==> src/rtl/lsu_pkg.sv <==
// Shared types and helpers for the load/store unit.
// Holds the FSM state enum, the RV32I funct3 width codes, and the
// byte-lane functions used for store merging and load extension.
package lsu_pkg;

   typedef enum logic [2:0] {
      IDLE  = 3'd0,
      RD    = 3'd1,
      MERGE = 3'd2,
      WR    = 3'd3,
      DONE  = 3'd4
   } lsu_state_e;

   localparam logic [2:0] F3_B  = 3'b000;
   localparam logic [2:0] F3_H  = 3'b001;
   localparam logic [2:0] F3_W  = 3'b010;
   localparam logic [2:0] F3_BU = 3'b100;
   localparam logic [2:0] F3_HU = 3'b101;

   // Overlay the low store bytes onto the word read back from memory.
   function automatic logic [31:0] store_merge(input logic [31:0] word,
                                               input logic [31:0] data,
                                               input logic [2:0]  funct3);
      case (funct3)
         F3_B:    return {word[31:8],  data[7:0]};
         F3_H:    return {word[31:16], data[15:0]};
         default: return data;
      endcase
   endfunction

   // Sign/zero-extend the low lanes of a read word into a register value.
   function automatic logic [31:0] load_extend(input logic [31:0] word,
                                               input logic [2:0]  funct3);
      case (funct3)
         F3_B:    return {{24{word[7]}},  word[7:0]};
         F3_BU:   return {24'd0,          word[7:0]};
         F3_H:    return {{16{word[15]}}, word[15:0]};
         F3_HU:   return {16'd0,          word[15:0]};
         default: return word;
      endcase
   endfunction

   // Width codes a load or a store may legally carry.
   function automatic logic f3_legal(input logic       is_store,
                                     input logic [2:0] funct3);
      if (is_store) return funct3 inside {F3_B, F3_H, F3_W};
      return funct3 inside {F3_B, F3_H, F3_W, F3_BU, F3_HU};
   endfunction

endpackage

==> src/rtl/load_store_unit.sv <==
// Load/store unit: turns one RV32I load/store into word transactions on a
// fixed-latency, byte-addressed data memory. Sub-word stores are done as
// read-modify-write. Every memory request is held stable for MEM_LAT cycles.
//
// Ports:
//   clk_i, reset_i (async, active-high)
//   req_i, is_store_i, funct3_i, addr_i, store_data_i : request, sampled in IDLE
//   busy_o, done_o, fault_o, load_data_o             : status / load result
//   mem_en_o, mem_wr_en_o, mem_addr_o, mem_data_o    : memory request
//   mem_data_i                                       : memory read data
module load_store_unit
   import lsu_pkg::*;
#(
   parameter int unsigned MEM_LAT     = 5,
   parameter int unsigned ADDR_W      = 12,
   parameter bit          CHECK_ALIGN = 1'b0
) (
   input  logic              clk_i,
   input  logic              reset_i,
   input  logic              req_i,
   input  logic              is_store_i,
   input  logic [2:0]        funct3_i,
   input  logic [31:0]       addr_i,
   input  logic [31:0]       store_data_i,
   output logic              busy_o,
   output logic              done_o,
   output logic              fault_o,
   output logic [31:0]       load_data_o,
   output logic              mem_en_o,
   output logic              mem_wr_en_o,
   output logic [ADDR_W-1:0] mem_addr_o,
   output logic [31:0]       mem_data_o,
   input  logic [31:0]       mem_data_i
);

   localparam int unsigned CNT_W = $clog2(MEM_LAT + 1);

   lsu_state_e        r_state;
   lsu_state_e        w_state_next;
   logic [CNT_W-1:0]  r_cnt;
   logic              r_is_store;
   logic [2:0]        r_funct3;
   logic [31:0]       r_sdata;
   logic              r_fault;

   logic              r_busy;
   logic              r_done;
   logic              r_fault_o;
   logic [31:0]       r_load_data;
   logic              r_mem_en;
   logic              r_mem_wr;
   logic [ADDR_W-1:0] r_mem_addr;
   logic [31:0]       r_mem_data;

   logic              w_accept;
   logic              w_misalign;
   logic              w_fault;
   logic              w_last;
   logic              w_is_sw;

   assign w_accept   = (r_state == IDLE) && req_i;
   assign w_is_sw    = is_store_i && (funct3_i == F3_W);
   assign w_misalign = CHECK_ALIGN &&
                       ((((funct3_i == F3_H) || (funct3_i == F3_HU)) && addr_i[0]) ||
                        ((funct3_i == F3_W) && (addr_i[1:0] != 2'b00)));
   assign w_fault    = ((addr_i >> ADDR_W) != 32'd0) ||
                       !f3_legal(is_store_i, funct3_i) || w_misalign;
   assign w_last     = (r_cnt == CNT_W'(MEM_LAT - 1));

   // State register
   always_ff @(posedge clk_i or posedge reset_i) begin
      if (reset_i) r_state <= IDLE;
      else         r_state <= w_state_next;
   end

   // Next-state logic
   always_comb begin
      w_state_next = r_state;
      case (r_state)
         IDLE: begin
            if (req_i) begin
               if (w_fault)      w_state_next = DONE;
               else if (w_is_sw) w_state_next = WR;
               else              w_state_next = RD;
            end
         end
         RD:      if (w_last) w_state_next = MERGE;
         MERGE:   w_state_next = r_is_store ? WR : DONE;
         WR:      if (w_last) w_state_next = DONE;
         DONE:    w_state_next = IDLE;
         default: w_state_next = IDLE;
      endcase
   end

   // Hold counter: spans one memory window, 0..MEM_LAT-1
   always_ff @(posedge clk_i or posedge reset_i) begin
      if (reset_i)
         r_cnt <= '0;
      else if (((r_state == RD) || (r_state == WR)) && !w_last)
         r_cnt <= r_cnt + CNT_W'(1);
      else
         r_cnt <= '0;
   end

   // Request capture
   always_ff @(posedge clk_i or posedge reset_i) begin
      if (reset_i) begin
         r_is_store <= 1'b0;
         r_funct3   <= 3'd0;
         r_sdata    <= 32'd0;
         r_fault    <= 1'b0;
      end else if (w_accept) begin
         r_is_store <= is_store_i;
         r_funct3   <= funct3_i;
         r_sdata    <= store_data_i;
         r_fault    <= w_fault;
      end
   end

   // Registered outputs. Memory strobes follow the next state so they line up
   // exactly with the RD/WR windows; done/fault trail the DONE state by a cycle.
   always_ff @(posedge clk_i or posedge reset_i) begin
      if (reset_i) begin
         r_busy      <= 1'b0;
         r_done      <= 1'b0;
         r_fault_o   <= 1'b0;
         r_load_data <= 32'd0;
         r_mem_en    <= 1'b0;
         r_mem_wr    <= 1'b0;
         r_mem_addr  <= '0;
         r_mem_data  <= 32'd0;
      end else begin
         r_busy    <= (w_state_next != IDLE);
         r_done    <= (r_state == DONE);
         r_fault_o <= (r_state == DONE) && r_fault;
         r_mem_en  <= (w_state_next == RD) || (w_state_next == WR);
         r_mem_wr  <= (w_state_next == WR);
         if (w_accept && !w_fault) begin
            r_mem_addr <= addr_i[ADDR_W-1:0];
            if (w_is_sw) r_mem_data <= store_data_i;
         end
         if (r_state == MERGE) begin
            if (r_is_store) r_mem_data  <= store_merge(mem_data_i, r_sdata, r_funct3);
            else            r_load_data <= load_extend(mem_data_i, r_funct3);
         end
      end
   end

   assign busy_o      = r_busy;
   assign done_o      = r_done;
   assign fault_o     = r_fault_o;
   assign load_data_o = r_load_data;
   assign mem_en_o    = r_mem_en;
   assign mem_wr_en_o = r_mem_wr;
   assign mem_addr_o  = r_mem_addr;
   assign mem_data_o  = r_mem_data;

endmodule

==> config.mk <==
export PLATFORM = sky130hd
export DESIGN_NAME = load_store_unit
export DESIGN_NICKNAME = d
export VERILOG_FILES = /design/src/rtl/lsu_pkg.sv /design/src/rtl/load_store_unit.sv
export SDC_FILE = /design/constraint.sdc
export NUM_CORES = 1
export LEC_CHECK = 0
export CORE_ASPECT_RATIO = 2
export CORE_UTILIZATION = 40
export CTS_BUF_LIST = sky130_fd_sc_hd__clkbuf_2
export DETAILED_ROUTE_END_ITERATION = 7
export PLACE_DENSITY = 0.69
export SYNTH_ARGS = -nofsm -noshare
export SYNTH_HDL_FRONTEND = slang
export SYNTH_SLANG_ARGS = --single-unit
export TNS_END_PERCENT = 5
==> constraint.sdc <==
create_clock -name clk_i -period 11.15 [get_ports clk_i]
set_input_delay 2.23 -clock clk_i [delete_from_list [all_inputs] [get_ports clk_i]]
set_output_delay 2.23 -clock clk_i [all_outputs]
set_load 0.01 [all_outputs]
# Word-level counts from Yosys, hierarchy flattened
# Index checks and enable logic that the tools add are counted.
# word_totals
ram_bits,0
rom_bits,0
regBits,124
in_bits,103
latchBits,0
mem_count,0
output_inout_bits,81
wordCells,66
# op_classes
n_mux,17
reduce_logical,19
order_cmp,0
add_sub_neg,1
eq_ne,14
shift,0
bitwise,1
div,0
multipliers,0
# ops
cell,n
$mux 32,4
$pmux 32 s4,1
$pmux 32 s2,1
$reduce_bool 32->1,1
$eq 3x3->1 const B,6
$mux 3,6
$eq 3x1->1 const B,4
$eq 3x2->1 const B,4
$pmux 3 s4,1
$logic_not 3->1,3
$reduce_bool 3->1,2
$logic_and 1x1->1,5
$reduce_bool 5->1,1
$add 3x1->3 const B,1
$logic_not 1->1,3
$logic_or 1x1->1,3
$mux 1,3
$mux 2,1
$reduce_and 2->1,1
$not 1->1,1

# Depth between registers and ports, before layout
# depth
depth_word,11
ltp_mapped,7
mapped_depth_nobuf,6

# Worst setup path after synthesis
# OpenSTA, ideal clock, no wires.
# synth_path
kind,input port to flip-flop
start,input port addr_i[12]
end,"register r_mem_addr[0], in the netlist mem_addr_o[0]"
slack_ps,7456
setup_time_ps,127
path_buffers,3
path_stages,7
arrival_time_ps,3567
path_cell_list,nor4_2 > and4_1 > buf_4 > and4_1 > buf_4 > buf_6 > mux2_1
# synth_between
elab_chain_len,4
# synth_rtl
element,line_no,rtl
"start, declared",load_store_unit.sv:23,"input logic [31:0] addr_i,"
$reduce_bool 32->1,load_store_unit.sv:66,assign w_fault = ((addr_i >> ADDR_W) != 32'd0) ||
$logic_or 1x1->1,load_store_unit.sv:66,
$logic_not 1->1,load_store_unit.sv:138,if (w_accept && !w_fault) begin
$logic_and 1x1->1,load_store_unit.sv:138,
"end signal, assigned",load_store_unit.sv:139,r_mem_addr <= addr_i[ADDR_W-1:0];
"end, declared",load_store_unit.sv:52,logic [ADDR_W-1:0] r_mem_addr;
# No other way between the ends.
# A chain may end at the register's enable or synchronous reset.

# Final worst setup path
# layout_path
start,input port addr_i[29]
end,"register r_mem_data[13], in the netlist mem_data_o[13]"
# layout_between
elab_chain_len,7
# layout_rtl
element,line_no,rtl
$reduce_bool 32->1 *,load_store_unit.sv:66,
$logic_or 1x1->1 *,load_store_unit.sv:66,
$logic_not 1->1 *,load_store_unit.sv:138,
$logic_and 1x1->1 *,load_store_unit.sv:138,
$mux 32 *,load_store_unit.sv:138,
$mux 32,load_store_unit.sv:143,"if (r_is_store) r_mem_data <= store_merge(mem_data_i, r_sdata, r_funct3);"
$mux 32 *,load_store_unit.sv:142,if (r_state == MERGE) begin
"end signal, assigned",load_store_unit.sv:140,if (w_is_sw) r_mem_data <= store_data_i;
"end signal, assigned",load_store_unit.sv:143,
"end, declared",load_store_unit.sv:53,logic [31:0] r_mem_data;
# Mark *: on every way between the ends. The rest lies on a longest branch, timed or not.

==> results.ini <==
[sta]
hold_viol=0
tns_ns=0
fmax_mhz=219
setup_violations=0
finalClockSkew_ns=0.0390
slew_viol_final=0
final.setup.worst_slack_ns=6.59
relSlewSlack=0.377
rsz0062_at_grt=false
fin_crit_ns=4.56
min_period_over_period=0.409
worst_pin_slew_ns=0.928

[worst_setup_path]
critical_path.startpoint_type=input pin
cpPeakStageDelay_ns=0.87
crit_type=input pin to flip-flop
cpLargestDelayFamily=simple AND/OR/NAND/NOR gates
cp_max_fo=18
arrival_ns=5.09
worst-endpoint-required_ns=11.67
cp.buffers_inverters=2
cp_slowest_cell=nand4_1
crit_chain=clkdlybuf4s50_1, nor4_1, nand4_1, buf_4, o211ai_1, o211ai_2
cp-end-kind=flip-flop

[clock_tree]
cts_tree=yes
cts_setup_buffers=0
cts_max_level=4
holdBufCountCts=0
clkTransAtPathRegs_ns=0.17
clkLatencyLatePin_ns=0.66
cts_made_buffers=17
cts_resized=0
cts_buffer_depth=2
cts_root_buffer=clkbuf_2
cts.sinks=124

[floorplanning]
io_pins=184
core_area_um2=13800
die_area_um2=14600
fp.dieH_um=170
start_util=0.407
num_rows=61
die_w_um=85.8

[yosys]
ys_async_sr_fraction=1.00
postSynthAreaPerCell_um2=11.7
synth_top_area_cell=dfrtp_1
synth.yosys.seq_area_share=0.552
synthCells=482
synth_nets=587
ys_warn_count=0
synth-seq-cells=124
synth_top_area_share=0.552
synth_cell_type_count=41
synth_area_leaders=dfrtp_1, mux2_2, mux2i_1
synth_edf_count=0
synthesis.area_um2=5620
synth_flop_cell=dfrtp_1

[final_layout]
final_cell_mix=clkdlybuf4s50_1, dfrtp_1, mux2_2
multiInputGateArea_um2=2300
fillCellCount=1219
register_area_um2=3100
final_nets=757
mostFrequentLayoutCell=clkdlybuf4s50_1
final_layout_size_suffix_gt1_frac=0.171
synthToLayoutAreaGrowth_pct=38.9

[drt]
dr_total_vias=4595
wl_mm=15.9
first_pass_iters=4
post_drt_wl_per_cell_um=18.6
vias_per_cell=5.37
drtIter0Drc=220
drc=0
ant_nets=0

[power_and_ir_drop]
ir_drop_uv=79.8
p_per_area_nw_per_um2=114
p_leak_nw=3.17

[global_routing]
first_global_vias=4898
grt_max_degree=64
grt_pass1_wl_mm=25.3
grt_overflow=0
antenna_found_initial=2
track_usage=0.230

[placed_design]
port_buffers=183
dp_hpwl_mm=11.2
pre_cts_ws_ns=5.93
gp_congestion=0.763

[run]
drv_cap=0

[status]
outcome=completed

[min_path]
hold_path_class=flip-flop to flip-flop

==> synthesized netlist by cell type, types with 3 or more instances <==
cell type and count:
nand3_1 35, a211oi_1 4, a31oi_1 13, nor2b_1 4, nor4_2 3, buf_4 4, nand2_1 20, buf_2 13
and4_1 3, o21ai_0 14, o211ai_1 25, o211ai_2 15, inv_1 4, mux2i_1 20, clkbuf_1 20, buf_6 4
nand4_1 3, and2_1 3, mux2_2 48, mux2_1 9, dfrtp_1 124, a21oi_1 32, nor2_1 40
==> stage by stage <==
| step | hold slack (ns) | area, µm² | instances | util | power (mW) |
|---|---|---|---|---|---|
| 4_1_cts | 0.483 | 7800 | 854 | 0.565 | 0.902 |
| 3_3_place_gp | 0.444 | 7560 | 822 | 0.547 | 0.607 |
| 5_1_grt | 0.515 | 7810 | 856 | 0.565 | 0.934 |
| 6_report | 0.477 | 7810 | 856 | 0.565 | 0.892 |
| 2_1_floorplan | 0.432 | 5620 | 482 | - | 0.550 |
| 3_5_place_dp | 0.459 | 7560 | 822 | 0.547 | 0.611 |
==> metal layers <==
layer | up-vias | share of wire | track usage | routed length, µm
met5 | - | 0 | 0 | 0
met4 | 0 | 0.041 | 0.143 | 659
met3 | 41 | 0.048 | 0.0423 | 759
met2 | 176 | 0.56 | 0.416 | 8830
met1 | 2284 | 0.36 | 0.240 | 5650
li1 | 2094 | - | - | -
==> where the power goes <==
part	internal [mW]	switching, mW
Combinational	0.0664	0.0489
Sequential	0.470	0.0157
Clock	0.124	0.167
==> sequential cells by signal, indices dropped and copies added (netlist names) <==
| register | cells |
|---|---|
| mem_data_o | 32 |
| r_funct3 | 3 |
| mem_en_o | 1 |
| load_data_o | 32 |
| done_o | 1 |
| mem_addr_o | 12 |
| busy_o | 1 |
| fault_o | 1 |
| r_is_store | 1 |
| mem_wr_en_o | 1 |
| r_state | 3 |
| r_cnt | 3 |
| r_sdata | 32 |
| r_fault | 1 |
==> path summary, 6_finish.rpt <==
check                                      from                        end  slack, ns  cells past startpoint
hold / removal               r_cnt[0]$_DFF_PP0_         r_cnt[0]$_DFF_PP0_       0.48                      1
setup / recovery                     addr_i[29]   mem_data_o[13]$_DFF_PP0_       6.59                      6
hold reg to reg              r_cnt[0]$_DFF_PP0_         r_cnt[0]$_DFF_PP0_       0.48                      1
max in group asynchronous               reset_i    r_funct3[0]$_DFFE_PP0P_       7.76                      3
min in group asynchronous               reset_i  mem_addr_o[2]$_DFFE_PP0P_       2.03                      2
setup reg to reg           r_state[0]$_DFF_PP0_    mem_data_o[3]$_DFF_PP0_       8.29                      6
==> cells by family after synthesis <==
kind of cell,Yosys count,synth area share
buffers and inverters,45,0.0409
adders and majority gates,2,0.00445
AOI/OAI and AO/OA,108,0.137
muxes,77,0.150
DFF,124,0.552
and+or+nand+nor,125,0.115
xor gates and xnor gates,1,0.00156
==> cell type report <==
type / count / area share
antenna: 2 / 0.000641
multi-input combinational: 313 / 0.295
sequential: 124 / 0.397
tap: 189 / 0.0303
timing repair buffer: 192 / 0.243
inverter: 4 / 0.00224
clock inverter: 13 / 0.0192
clock buffer: 19 / 0.0122
No activity file was read; power rests on OpenSTA's default activity.
